`src/rtl/tiny_alu_seq_if.sv`:
```
// Request/response bundle between the control FSM and the execute unit.
// Master issues start/op/a/b; slave returns busy/done/result/flags.
interface tiny_alu_seq_if #(parameter int WIDTH = 8);
    logic             start;
    logic [2:0]       op;
    logic [WIDTH-1:0] a;
    logic [WIDTH-1:0] b;
    logic             busy;
    logic             done;
    logic [WIDTH-1:0] result;
    logic             zero;
    logic             carry;

    modport master (output start, op, a, b,
                    input  busy, done, result, zero, carry);
    modport slave  (input  start, op, a, b,
                    output busy, done, result, zero, carry);
endinterface

```
`src/rtl/tiny_alu_seq.sv`:
```
// Multi-cycle execute unit: 1-cycle ALU ops, iterative shifts and shift-add multiply.
// Latency: 1 cycle ALU, max(1,b[2:0]) shifts, WIDTH cycles MUL; done pulses for one cycle.
// Backpressure: start is only sampled while busy is low; requests during RUN are dropped.
module tiny_alu_seq #(
    parameter int WIDTH = 8
) (
    input  logic          clk,
    input  logic          rst_n,
    tiny_alu_seq_if.slave bus
);
    localparam int CW = $clog2(WIDTH);

    localparam logic [2:0] OP_ADD = 3'b000;
    localparam logic [2:0] OP_SUB = 3'b001;
    localparam logic [2:0] OP_AND = 3'b010;
    localparam logic [2:0] OP_OR  = 3'b011;
    localparam logic [2:0] OP_XOR = 3'b100;
    localparam logic [2:0] OP_SHL = 3'b101;
    localparam logic [2:0] OP_SHR = 3'b110;
    localparam logic [2:0] OP_MUL = 3'b111;

    typedef enum logic [1:0] {S_IDLE, S_RUN, S_DONE} state_t;

    state_t             state, state_nxt;
    logic               accept;
    logic               last;
    logic [CW-1:0]      cnt, cnt_init;
    logic [2:0]         op_q;
    logic [2*WIDTH-1:0] opa, opa_nxt;   // operand A, shift register, or multiplicand
    logic [WIDTH-1:0]   opb, opb_nxt;   // operand B, shift amount, or multiplier
    logic [2*WIDTH-1:0] prod, prod_nxt;
    logic [WIDTH-1:0]   res_nxt, result_q;
    logic               c_nxt, zero_q, carry_q;
    logic               busy_c, done_c;

    assign last = (cnt == '0);

    always_ff @(posedge clk or negedge rst_n) begin
        if (!rst_n) state <= S_IDLE;
        else        state <= state_nxt;
    end

    always_comb begin
        state_nxt = state;
        accept    = 1'b0;
        busy_c    = 1'b0;
        done_c    = 1'b0;
        case (state)
            S_IDLE: begin
                accept = bus.start;
                if (bus.start) state_nxt = S_RUN;
            end
            S_RUN: begin
                busy_c = 1'b1;
                if (last) state_nxt = S_DONE;
            end
            S_DONE: begin
                done_c    = 1'b1;
                accept    = bus.start;
                state_nxt = bus.start ? S_RUN : S_IDLE;
            end
            default: state_nxt = S_IDLE;
        endcase
    end

    // Number of RUN cycles minus one, so the final iteration sees cnt == 0.
    always_comb begin
        cnt_init = '0;
        case (bus.op)
            OP_SHL, OP_SHR: if (bus.b[CW-1:0] != '0) cnt_init = bus.b[CW-1:0] - CW'(1);
            OP_MUL:         cnt_init = CW'(WIDTH - 1);
            default:        cnt_init = '0;
        endcase
    end

    always_comb begin
        opa_nxt  = opa;
        opb_nxt  = opb;
        prod_nxt = prod;
        res_nxt  = '0;
        c_nxt    = 1'b0;
        case (op_q)
            OP_ADD: {c_nxt, res_nxt} = {1'b0, opa[WIDTH-1:0]} + {1'b0, opb};
            OP_SUB: begin
                res_nxt = opa[WIDTH-1:0] - opb;
                c_nxt   = (opa[WIDTH-1:0] < opb);
            end
            OP_AND: res_nxt = opa[WIDTH-1:0] & opb;
            OP_OR:  res_nxt = opa[WIDTH-1:0] | opb;
            OP_XOR: res_nxt = opa[WIDTH-1:0] ^ opb;
            OP_SHL: begin
                if (opb[CW-1:0] == '0) begin
                    res_nxt = opa[WIDTH-1:0];
                end else begin
                    opa_nxt = {{WIDTH{1'b0}}, opa[WIDTH-2:0], 1'b0};
                    c_nxt   = opa[WIDTH-1];
                    res_nxt = opa_nxt[WIDTH-1:0];
                end
            end
            OP_SHR: begin
                if (opb[CW-1:0] == '0) begin
                    res_nxt = opa[WIDTH-1:0];
                end else begin
                    opa_nxt = {{WIDTH{1'b0}}, 1'b0, opa[WIDTH-1:1]};
                    c_nxt   = opa[0];
                    res_nxt = opa_nxt[WIDTH-1:0];
                end
            end
            OP_MUL: begin
                prod_nxt = prod + (opb[0] ? opa : '0);
                opa_nxt  = {opa[2*WIDTH-2:0], 1'b0};
                opb_nxt  = {1'b0, opb[WIDTH-1:1]};
                res_nxt  = prod_nxt[WIDTH-1:0];
                c_nxt    = |prod_nxt[2*WIDTH-1:WIDTH];
            end
            default: res_nxt = '0;
        endcase
    end

    always_ff @(posedge clk or negedge rst_n) begin
        if (!rst_n) begin
            op_q     <= '0;
            opa      <= '0;
            opb      <= '0;
            prod     <= '0;
            cnt      <= '0;
            result_q <= '0;
            zero_q   <= 1'b0;
            carry_q  <= 1'b0;
        end else if (accept) begin
            op_q <= bus.op;
            opa  <= {{WIDTH{1'b0}}, bus.a};
            opb  <= bus.b;
            prod <= '0;
            cnt  <= cnt_init;
        end else if (state == S_RUN) begin
            opa  <= opa_nxt;
            opb  <= opb_nxt;
            prod <= prod_nxt;
            if (last) begin
                result_q <= res_nxt;
                zero_q   <= (res_nxt == '0);
                carry_q  <= c_nxt;
            end else begin
                cnt <= cnt - CW'(1);
            end
        end
    end

    assign bus.busy   = busy_c;
    assign bus.done   = done_c;
    assign bus.result = result_q;
    assign bus.zero   = zero_q;
    assign bus.carry  = carry_q;
endmodule
```
`src/flat_wrapper.sv`:
```
// flat-port wrapper written by rule: the top's interface ports become plain ports
module tiny_alu_seq_flat 
#(
    parameter int WIDTH = 8
)
  (clk, rst_n, bus_start, bus_op, bus_a, bus_b, bus_busy, bus_done, bus_result, bus_zero, bus_carry);
  tiny_alu_seq_if #(.WIDTH(WIDTH)) bus_i ();
  input  logic clk;
  input  logic rst_n;
  input wire logic [$bits(bus_i.start)-1:0] bus_start;
  input wire logic [$bits(bus_i.op)-1:0] bus_op;
  input wire logic [$bits(bus_i.a)-1:0] bus_a;
  input wire logic [$bits(bus_i.b)-1:0] bus_b;
  output wire logic [$bits(bus_i.busy)-1:0] bus_busy;
  output wire logic [$bits(bus_i.done)-1:0] bus_done;
  output wire logic [$bits(bus_i.result)-1:0] bus_result;
  output wire logic [$bits(bus_i.zero)-1:0] bus_zero;
  output wire logic [$bits(bus_i.carry)-1:0] bus_carry;
  assign bus_i.start = bus_start;
  assign bus_i.op = bus_op;
  assign bus_i.a = bus_a;
  assign bus_i.b = bus_b;
  assign bus_busy = bus_i.busy;
  assign bus_done = bus_i.done;
  assign bus_result = bus_i.result;
  assign bus_zero = bus_i.zero;
  assign bus_carry = bus_i.carry;
  tiny_alu_seq #(.WIDTH(WIDTH)) u_core (.clk(clk), .rst_n(rst_n), .bus(bus_i));
endmodule
```
`config.mk`:
```
export PLATFORM = sky130hd
export DESIGN_NAME = tiny_alu_seq_flat
export DESIGN_NICKNAME = d
export VERILOG_FILES = /design/src/rtl/tiny_alu_seq_if.sv /design/src/rtl/tiny_alu_seq.sv /design/src/flat_wrapper.sv
export SDC_FILE = /design/constraint.sdc
export NUM_CORES = 1
export LEC_CHECK = 0
export ABC_AREA = 1
export BUFFER_PORTS_ARGS = -buffer_cell sky130_fd_sc_hd__buf_2
export CORE_ASPECT_RATIO = 1.1
export CORE_UTILIZATION = 40
export DETAILED_ROUTE_END_ITERATION = 10
export GPL_ROUTABILITY_DRIVEN = 0
export HOLD_SLACK_MARGIN = 0.05
export PLACE_DENSITY_LB_ADDON = 0.12
export RECOVER_POWER = 50
export SYNTH_ARGS = -nofsm -noshare
export SYNTH_HDL_FRONTEND = slang
export SYNTH_SLANG_ARGS = --single-unit
export TNS_END_PERCENT = 100
```
`constraint.sdc`:
```
create_clock -name clk -period 4.97 [get_ports clk]
set_clock_uncertainty 0.1 [all_clocks]
set_input_delay 0.7455 -clock clk [delete_from_list [all_inputs] [get_ports clk]]
set_output_delay 0.7455 -clock clk [all_outputs]
set_load 0.01 [all_outputs]
```
==> results of run 1 <==
stage by stage:
step	cell area (um2)	utilization	power, uW
2_1_floorplan	5040	-	2070
3_3_place_gp	5320	0.439	2580
3_5_place_dp	5320	0.439	2590
4_1_cts	5630	0.464	3260
5_1_grt	5620	0.463	3550
6_report	5620	0.463	3260
layer usage:
metal / global-route usage / wire length (um) / up-vias
li1: - / - / 2549
met1: 0.331 / 6940 / 2308
met2: 0.377 / 6660 / 140
met3: 0.0391 / 651 / 31
met4: 0.131 / 480 / 0
met5: 0 / 0 / -
worst reg2reg max path, delay by kind of cell, from the launching register on:
family	cells	cell delay (ns)
buf+inv	2	0.18
simple gates	12	1.12
fa+ha+maj	3	0.91
flops	1	0.74
where the power goes:
part           leakage, uW  internal (uW)  switching [uW]
Clock             0.000145            414             231
Sequential        0.000760            609             171
Combinational      0.00220            576            1250
Total              0.00311           1600            1660
cell families after synthesis:
family,Yosys count,share of synthesized area
and+or+nand+nor,389,0.327
buffers and inverters,155,0.120
AOI/OAI and AO/OA,129,0.146
DFF,58,0.288
adders and majority gates,44,0.114
xor gates and xnor gates,3,0.00522
layout make-up:
| type | count | area, um2 | area share |
|---|---|---|---|
| multi-input cells | 565 | 2980 | 0.530 |
| flip-flops and latches | 58 | 1450 | 0.258 |
| inverters | 136 | 510 | 0.0909 |
| clock buffers | 12 | 256 | 0.0457 |
| clock inverters | 4 | 50.0 | 0.00891 |
| repair buffers | 36 | 178 | 0.0316 |
| well taps | 154 | 193 | 0.0343 |
sequential cells by signal, indices dropped and copies added, names as in the netlist, 2 cells and up:
signal and count:
u_core.opa 16, u_core.prod 16, u_core.bus.result 8, u_core.opb 8, u_core.cnt 3, u_core.op_q 3, u_core.state 2
worst min path at each step:
stage | startpoint | endpoint | depth (start not counted)
final | u_core.bus.result[4] | u_core.bus.result[4] | 2
after global routing | u_core.bus.result[3] | u_core.bus.result[3] | 2
after CTS | rst_n | u_core.cnt[0] | 1
after detailed placement | u_core.bus.result[3] | u_core.bus.result[3] | 2
after global placement | u_core.bus.result[0] | u_core.bus.result[0] | 2
after floorplan | rst_n | u_core.bus.carry | 0
cell usage in the layout (no fill, tap or decap), types with 2 or more instances in the layout:
cell,count
xor2_1,3
or2_2,2
o21ai_0,56
inv_2,5
clkbuf_8,2
ha_1,41
a21oi_1,26
clkinvlp_4,2
dfrtp_1,58
nor3_1,5
nand2_1,246
buf_2,28
o22ai_1,12
nor2_2,3
fa_1,3
and2_1,2
buf_4,2
o211ai_1,20
clkbuf_1,7
o221ai_1,2
clkinv_1,2
nand3b_1,5
nand3_1,59
nor2_1,47
nand2_2,4
clkbuf_16,9
o21ai_1,7
nand4_1,10
nand3_2,2
inv_1,129
==> out/results.tsv, run 1 <==
metric	value	unit
CP bufs+invs	2	
worst r2r path cells	17	
Most common cell on crit path	clkbuf_1	
Net Count, Synth	844	
max-cap violations	1	
Hold/Removal Path Class	flop to flop	
TritonCTS clock tree	built	
Max Freq	0.302	GHz
IO Pins	34	
vias in the first global route	4894	
violations in the final reports	max-capacitance violations, max-slew violations	
DRC viols	0	
crit-path cells	clkbuf_1 > clkbuf_1	
unrepaired setup endpoints after global routing	no	
CP startpoint	rst_n	
# rows	42	
count leader, synth	nand2_1	
Finished Layout Cells	965	
Worst Path Arrival	3.23	ns
warnings from Yosys	0	
FILL cells	1314	
Starting Density	0.415	
asr flop ratio synth	1.00	
CP max stage cell	clkbuf_1	
Longest Clk Path Bufs	2	
Final setup viols	0	
iteration-0 DRC count of the detailed router	395	
dpl cells	949	
Clock Latency Late Sink	0.34	ns
Slew headroom	-0.408	
CP startpoint kind	primary input	
CTS Root Cell	clkbuf_16	
Max Slew Vio Count	38	
Static Leak	0.00311	uW
post-CTS resize count	0	
Setup TNS	0	ns
Worst R2R End	u_core.bus.zero	
drt first pass iters	5	
mapped cell area	0.00504	mm2
worst reg-to-reg setup slack	1.85	ns
Syn Inst Count	778	
worst vdd ir	0.000330	V
Antenna Nets Post-Route	0	
first-pass GRT wire length	24.5	mm
Final Hold Viols	0	
WP data required	4.89	ns
top cells by instance count after synthesis	nand2_1 (246), inv_1 (129), nand3_1 (59), dfrtp_1 (58), o21ai_0 (56)	
Die Height	120	um
total number of vias	5028	
DP HPWL	11.6	mm
final setup margin	1.66	ns
area added between synthesis and finish	11.5	%
WP depth	2	
CP endpoint	u_core.bus.result[2]	
flops & latches, synth	58	
Most used DFF post-synth	dfrtp_1	
Total GRT Usage	0.247	
# clock sinks	58	
dpl ws	1.87	ns
status	finished with violations	
initial antenna violation count	0	
Cell variety after synth	39	
Power Density	580	mW/mm2
grt ovf	0	
H-tree lvl count	3	
CTS Buf Count	9	
Die W	109	um
fin crit period	3.31	ns
post-CTS setup buffers	0	
clock-pin slew on the worst setup and hold paths	0.05	ns
DIE AREA	0.0130	mm2
core box area	0.0121	mm2
CTS Hold Bufs	0	
Post-synth EDFFs	0	
share of cells above drive strength 1	0.0789	
Nets	872	
CP Capture Type	asynchronous set/reset pin	
Worst R2R Start	u_core.opb[0]	
register area share after synthesis	0.288	
via density per instance	5.21	
Avg Inst Size Synth	6.48	um2
final worst path period share	0.666	
Fin Hold WS	0.379	ns
Worst Setup Path Type	primary input to asynchronous set/reset pin	
largest delay contributor family on the critical path	buffers and inverters	
number of diodes	0	
leading post-synthesis cells by cell area	dfrtp_1 (29%), nand2_1 (18%), ha_1 (10%), inv_1 (9.6%), nand3_1 (5.9%)	
CP Max Fanout	37	
area leader, netlist	dfrtp_1	
Avg WL per Cell	15.3	um
pin count of the biggest net entering global routing	38	
Worst Max-Slew Pin Slew	2.11	ns
Routed WL	14.7	mm
Yosys top cell area share	0.288	
PortBufs	33	
crit-path max cell delay	1.59	ns
Note: power is estimated with default switching activity, not from simulation.
==> inputs of run 2 (changes only) <==
clock period = 3.3 ns   (was 4.97 ns; I/O delays follow)
==> out/results.tsv, run 2 (synthesized netlist as in run 1, its figures left out) <==
metric	value	unit	change
Final setup viols	0		unchanged
max-cap violations	1		unchanged
Worst Path Arrival	3.07	ns	-0.16 ns
DP HPWL	11.4	mm	-1.8%
area added between synthesis and finish	11.1	%	
Routed WL	14.4	mm	-2.6%
CTS Hold Bufs	0		unchanged
register area	0.00145	mm2	unchanged
area of the multi-input gates	0.00298	mm2	about the same
Most common cell on crit path	nand2_1		
Static Leak	0.00309	uW	-0.42%
share of cells above drive strength 1	0.0813		+0.00237
register share of total power	0.241		about the same
total number of vias	4988		-0.80%
worst vdd ir	0.000413	V	+25%
Die W	109	um	unchanged
core box area	0.0121	mm2	unchanged
Clock Latency Late Sink	0.33	ns	about the same
largest registers	u_core.opa x16, u_core.prod x16		
fin crit period	2.98	ns	
most frequent cells in the layout	nand2_1 (246), inv_1 (129), nand3_1 (59)		
unrepaired setup endpoints after global routing	no		
# clock sinks	58		unchanged
post-CTS setup buffers	0		unchanged
Nets	873		+0.11%
clock-pin slew on the worst setup and hold paths	0.06	ns	about the same
TritonCTS clock tree	built		
Longest Clk Path Bufs	2		unchanged
final worst path period share	0.904		
CP Capture Type	flop		
WP data required	3.39	ns	-1.50 ns
Starting Density	0.415		unchanged
CP startpoint kind	flop		
most common cell after layout, fill and taps aside	nand2_1		
Final Hold Viols	0		unchanged
DRC viols	0		unchanged
first-pass GRT wire length	23.5	mm	-4.1%
Final Cell Area	0.00560	mm2	-0.31%
worst r2r path cells	14		-3
CP startpoint	u_core.opb[0]		
pin count of the biggest net entering global routing	41		+7.9%
Psw	2470	uW	+49%
Power Density	855	mW/mm2	+48%
DIE AREA	0.0130	mm2	unchanged
Max Slew Vio Count	32		-16%
FILL cells	1299		-1.1%
grt ovf	0		unchanged
Avg WL per Cell	14.9	um	-2.7%
Worst R2R Start	u_core.opb[0]		
PortBufs	33		unchanged
iteration-0 DRC count of the detailed router	360		-8.9%
Antenna Nets Post-Route	0		unchanged
crit-path max cell delay	0.50	ns	-1.09 ns
grt met2 use	0.356		-0.0212
Worst Setup Path Type	flop to flop		
H-tree lvl count	3		unchanged
Comb pwr share	0.576		+0.014
via density per instance	5.16		-0.90%
Die Height	120	um	unchanged
number of diodes	0		unchanged
CTS Buf Count	9		unchanged
# rows	42		unchanged
WHS Path Cells	3		+1
post-CTS resize count	0		unchanged
crit-path cells	buf_4 > nand2_1 > inv_1 > ha_1 > nand2_1 > nand2_1 > inv_1 > nand2_1 > nand2_1 > nand2_1 > o21ai_0 > nand3_1 > nor3_1 > o21ai_0		
clock network power share	0.183		-0.015
Total GRT Usage	0.233		-0.0133
IO Pins	34		unchanged
Slew headroom	-0.144		+0.264
busiest layer in global routing	met2		
vias in the first global route	4638		-5.2%
P_int	2320	uW	+45%
Max Freq	0.335	GHz	
Setup TNS	0	ns	unchanged
hold_sp	bus_b[7]		
CP Max Fanout	11		-70%
CTS Root Cell	clkbuf_16		
met3 global-route usage	0.0397		+0.000543
CP max stage cell	dfrtp_1		
status	finished with violations		
Worst Max-Slew Pin Slew	1.72	ns	-0.395 ns
placed cell area	0.00533	mm2	+0.14%
global-route met1 utilization	0.333		+0.00206
drt first pass iters	5		unchanged
Hold/Removal Path Class	primary input to flop		
violations in the final reports	max-capacitance violations, max-slew violations		
Net Sw Frac	0.517		+0.00776
initial antenna violation count	0		unchanged
-- run 2: metrics by stage --
stage               worst slack, ns   util  hold slack (ns)  cells  power (uW)
finish                        0.317  0.461            0.287    966        4790
global route                 0.0908  0.461            0.302    966        5230
CTS                           0.328  0.462            0.141    966        4770
detailed placement            0.338  0.439            0.374    950        3880
global placement              0.365  0.439            0.366    950        3860
floorplan                     0.966      -           0.0994    778        3120
-- run 2: cell type report --
| class | instances | share of cell area |
|---|---|---|
| inverter | 136 | 0.0912 |
| clock inverter | 6 | 0.00737 |
| clock buffer | 10 | 0.0427 |
| timing repair buffer | 37 | 0.0328 |
| multi-input combinational | 565 | 0.532 |
| tap | 154 | 0.0344 |
| sequential | 58 | 0.259 |
-- run 2: per-layer routing --
| layer | routed length, um | share of wire | up-vias |
|---|---|---|---|
| met1 | 7020 | 0.49 | 2289 |
| met2 | 6460 | 0.45 | 123 |
| met3 | 557 | 0.039 | 24 |
| met5 | 0 | 0 | - |
| met4 | 314 | 0.022 | 0 |
| li1 | - | - | 2552 |
-- run 2: path summary, 6_finish.rpt --
path	slack, ns	to
max	0.32	u_core.bus.result[7]
min	0.29	u_core.opb[7]
max reg2reg	0.32	u_core.bus.result[7]
min reg2reg	0.38	u_core.bus.result[0]
max in group asynchronous	1.07	u_core.bus.result[0]
min in group asynchronous	0.51	u_core.opa[3]
-- run 2: power by group through the flow --
stage | Sequential (uW) | Combinational (uW) | Clock [uW]
2_1_floorplan | 1090 | 2030 | 0
3_3_place_gp | 1160 | 2710 | 0
3_5_place_dp | 1160 | 2720 | 0
4_1_cts | 1150 | 2730 | 892
5_1_grt | 1180 | 3120 | 930
6_report | 1150 | 2760 | 879
-- run 2: critical path, delay by kind of cell (launching register included) --
| family | cells | cell delay, ns |
|---|---|---|
| flops | 1 | 0.50 |
| fa+ha+maj | 1 | 0.35 |
| simple gates | 8 | 0.99 |
| buf+inv | 3 | 0.35 |
| compound gates | 2 | 0.54 |
==> inputs of run 3 (changes only) <==
==> constraint.sdc (replaced) <==
create_clock -name clk -period 3.3 [get_ports clk]
set_clock_uncertainty 0.1 [all_clocks]
set_input_delay 0 -clock clk [delete_from_list [all_inputs] [get_ports clk]]
set_output_delay 0 -clock clk [all_outputs]
set_load 0.01 [all_outputs]
==> out/results.tsv, run 3 (synthesized netlist as in run 1, its figures left out) <==
metric	value	unit	change
status	finished with violations		
violations in the final reports	max-capacitance violations, max-slew violations		
Static Leak	0.00322	uW	+4.1%
total number of vias	5163		+3.5%
Nets	898		+2.9%
Worst R2R End	u_core.bus.zero		
H-tree lvl count	3		unchanged
Antenna Nets Post-Route	0		unchanged
DRC viols	0		unchanged
number of diodes	0		unchanged
Worst R2R Start	u_core.opb[0]		
share of cells above drive strength 1	0.0753		-0.00601
first-pass GRT wire length	24.5	mm	+4.6%
WP data required	3.47	ns	+0.08 ns
# rows	42		unchanged
Avg WL per Cell	14.8	um	-0.12%
via density per instance	5.21		+0.90%
max-cap violations	1		unchanged
Final Hold Viols	0		unchanged
Routed WL	14.7	mm	+2.5%
TritonCTS clock tree	built		
final core utilization	0.485		+0.0241
Worst Setup Path Type	flop to flop		
Worst Max-Slew Pin Slew	2.09	ns	+0.376 ns
CTS Buf Count	9		unchanged
grt ovf	0		unchanged
most common cell after layout, fill and taps aside	nand2_1		
area added between synthesis and finish	17.0	%	
worst vdd ir	0.000394	V	-4.5%
PortBufs	33		unchanged
Max Freq	0.349	GHz	+4.1%
Clock Latency Late Sink	0.33	ns	about the same
# clock sinks	58		unchanged
worst r2r path cells	17		+3
worst reg-to-reg setup slack	0.44	ns	+0.12 ns
drt first pass iters	6		+1
Die Height	120	um	unchanged
Worst Path Arrival	3.04	ns	-0.03 ns
Slew headroom	-0.395		-0.251
CP Capture Type	flop		
final worst path period share	0.868		-0.0360
Power Total	5010	uW	+4.7%
vias in the first global route	4862		+4.8%
pin count of the biggest net entering global routing	40		-2.4%
Final setup viols	0		unchanged
Endpoint, Worst Hold	u_core.opa[14]		
Power Density	851	mW/mm2	-0.54%
Die W	109	um	unchanged
Setup TNS	0	ns	unchanged
FILL cells	1277		-1.7%
Starting Density	0.415		unchanged
unrepaired setup endpoints after global routing	no		
CTS Root Cell	clkbuf_16		
fin crit period	2.86	ns	-0.119 ns
CP Max Fanout	11		unchanged
core box area	0.0121	mm2	unchanged
post-CTS setup buffers	0		unchanged
initial antenna violation count	0		unchanged
Total GRT Usage	0.244		+0.0108
largest registers	u_core.opa x16, u_core.prod x16		
IO Pins	34		unchanged
clock-pin slew on the worst setup and hold paths	0.05	ns	about the same
Longest Clk Path Bufs	2		unchanged
iteration-0 DRC count of the detailed router	406		+13%
Max Slew Vio Count	39		+22%
Hold/Removal Path Class	primary input to flop		
DIE AREA	0.0130	mm2	unchanged
most frequent cells in the layout	nand2_1 (246), inv_1 (129), nand3_1 (59)		
WHS Path Cells	4		+1
hold_sp	bus_start		
CP startpoint kind	flop		
DP HPWL	11.6	mm	+1.6%
[run 3: changes by cell type in the layout (fill, tap and decap cells not counted)]
cell,before,now
dlygate4sd3_1,0,22
buf_2,26,21
clkbuf_1,7,12
buf_4,3,6
bufinv_16,0,2
clkbuf_8,1,3
clkinvlp_4,3,1
clkinv_2,2,1
inv_6,1,0
nor2_1,46,47
nor2_2,4,3
o21ai_0,56,55
o21ai_1,7,8
[run 3: cell type report]
class                           instances  area [um2]  share of cell area
Clock buffer                           12         267              0.0452
Clock inverter                          4        72.6              0.0123
Inverter                              136         510              0.0866
Multi-Input combinational cell        565        2980               0.506
Sequential cell                        58        1450               0.246
Tap cell                              154         193              0.0327
Timing Repair Buffer                   62         420              0.0713
[run 3: routing by layer]
metal / wire length (um) / vias up / global-route usage
li1: - / 2605 / -
met1: 7040 / 2401 / 0.344
met2: 6780 / 130 / 0.376
met3: 553 / 27 / 0.0304
met4: 336 / 0 / 0.0954
met5: 0 / - / 0
[run 3: how the worst max path moves through the flow]
stage,start,to,slack [ns]
global route,u_core.opb[0],u_core.bus.result[7],0.18
finish,u_core.opb[0],u_core.bus.zero,0.44
floorplan,u_core.opb[0],u_core.bus.zero,0.97
global placement,u_core.opb[0],u_core.bus.result[7],0.34
detailed placement,u_core.opb[0],u_core.bus.result[7],0.31
CTS,u_core.opb[0],u_core.bus.result[7],0.29
[run 3: through the flow]
step / cell area (um2) / hold WS [ns] / cells / worst slack, ns
floorplan: 5040 / -0.396 / 778 / 0.966
global placement: 5350 / 0.0604 / 953 / 0.345
detailed placement: 5350 / 0.0750 / 953 / 0.305
CTS: 5910 / 0.100 / 991 / 0.291
global route: 5890 / 0.133 / 991 / 0.176
finish: 5890 / 0.105 / 991 / 0.436
[run 3: power by group]
part,internal [uW],switching [uW]
Sequential,918,240
Clock,721,334
Combinational,902,1900
[run 3: critical path, cell delays in order, from the launching register on]
cell     delay [ns]
dfrtp_1        0.53
ha_1           0.27
ha_1           0.24
inv_1          0.07
fa_1           0.36
inv_1          0.12
nand2_1        0.07
nand3_1        0.14
nand2_1        0.07
nor2_1         0.10
nand2_1        0.07
nor2_1         0.22
nand2_1        0.08
nor2_1         0.11
nand2_1        0.06
nor2_1         0.08
nand3_1        0.07
nand2_1        0.06
[run 3: repair_timing]
action,4_1_cts,5_1_grt
hold endpoints to repair,59,0
resized for setup,0,1
endpoints found under the setup margin,0,1
hold buffers,22,0
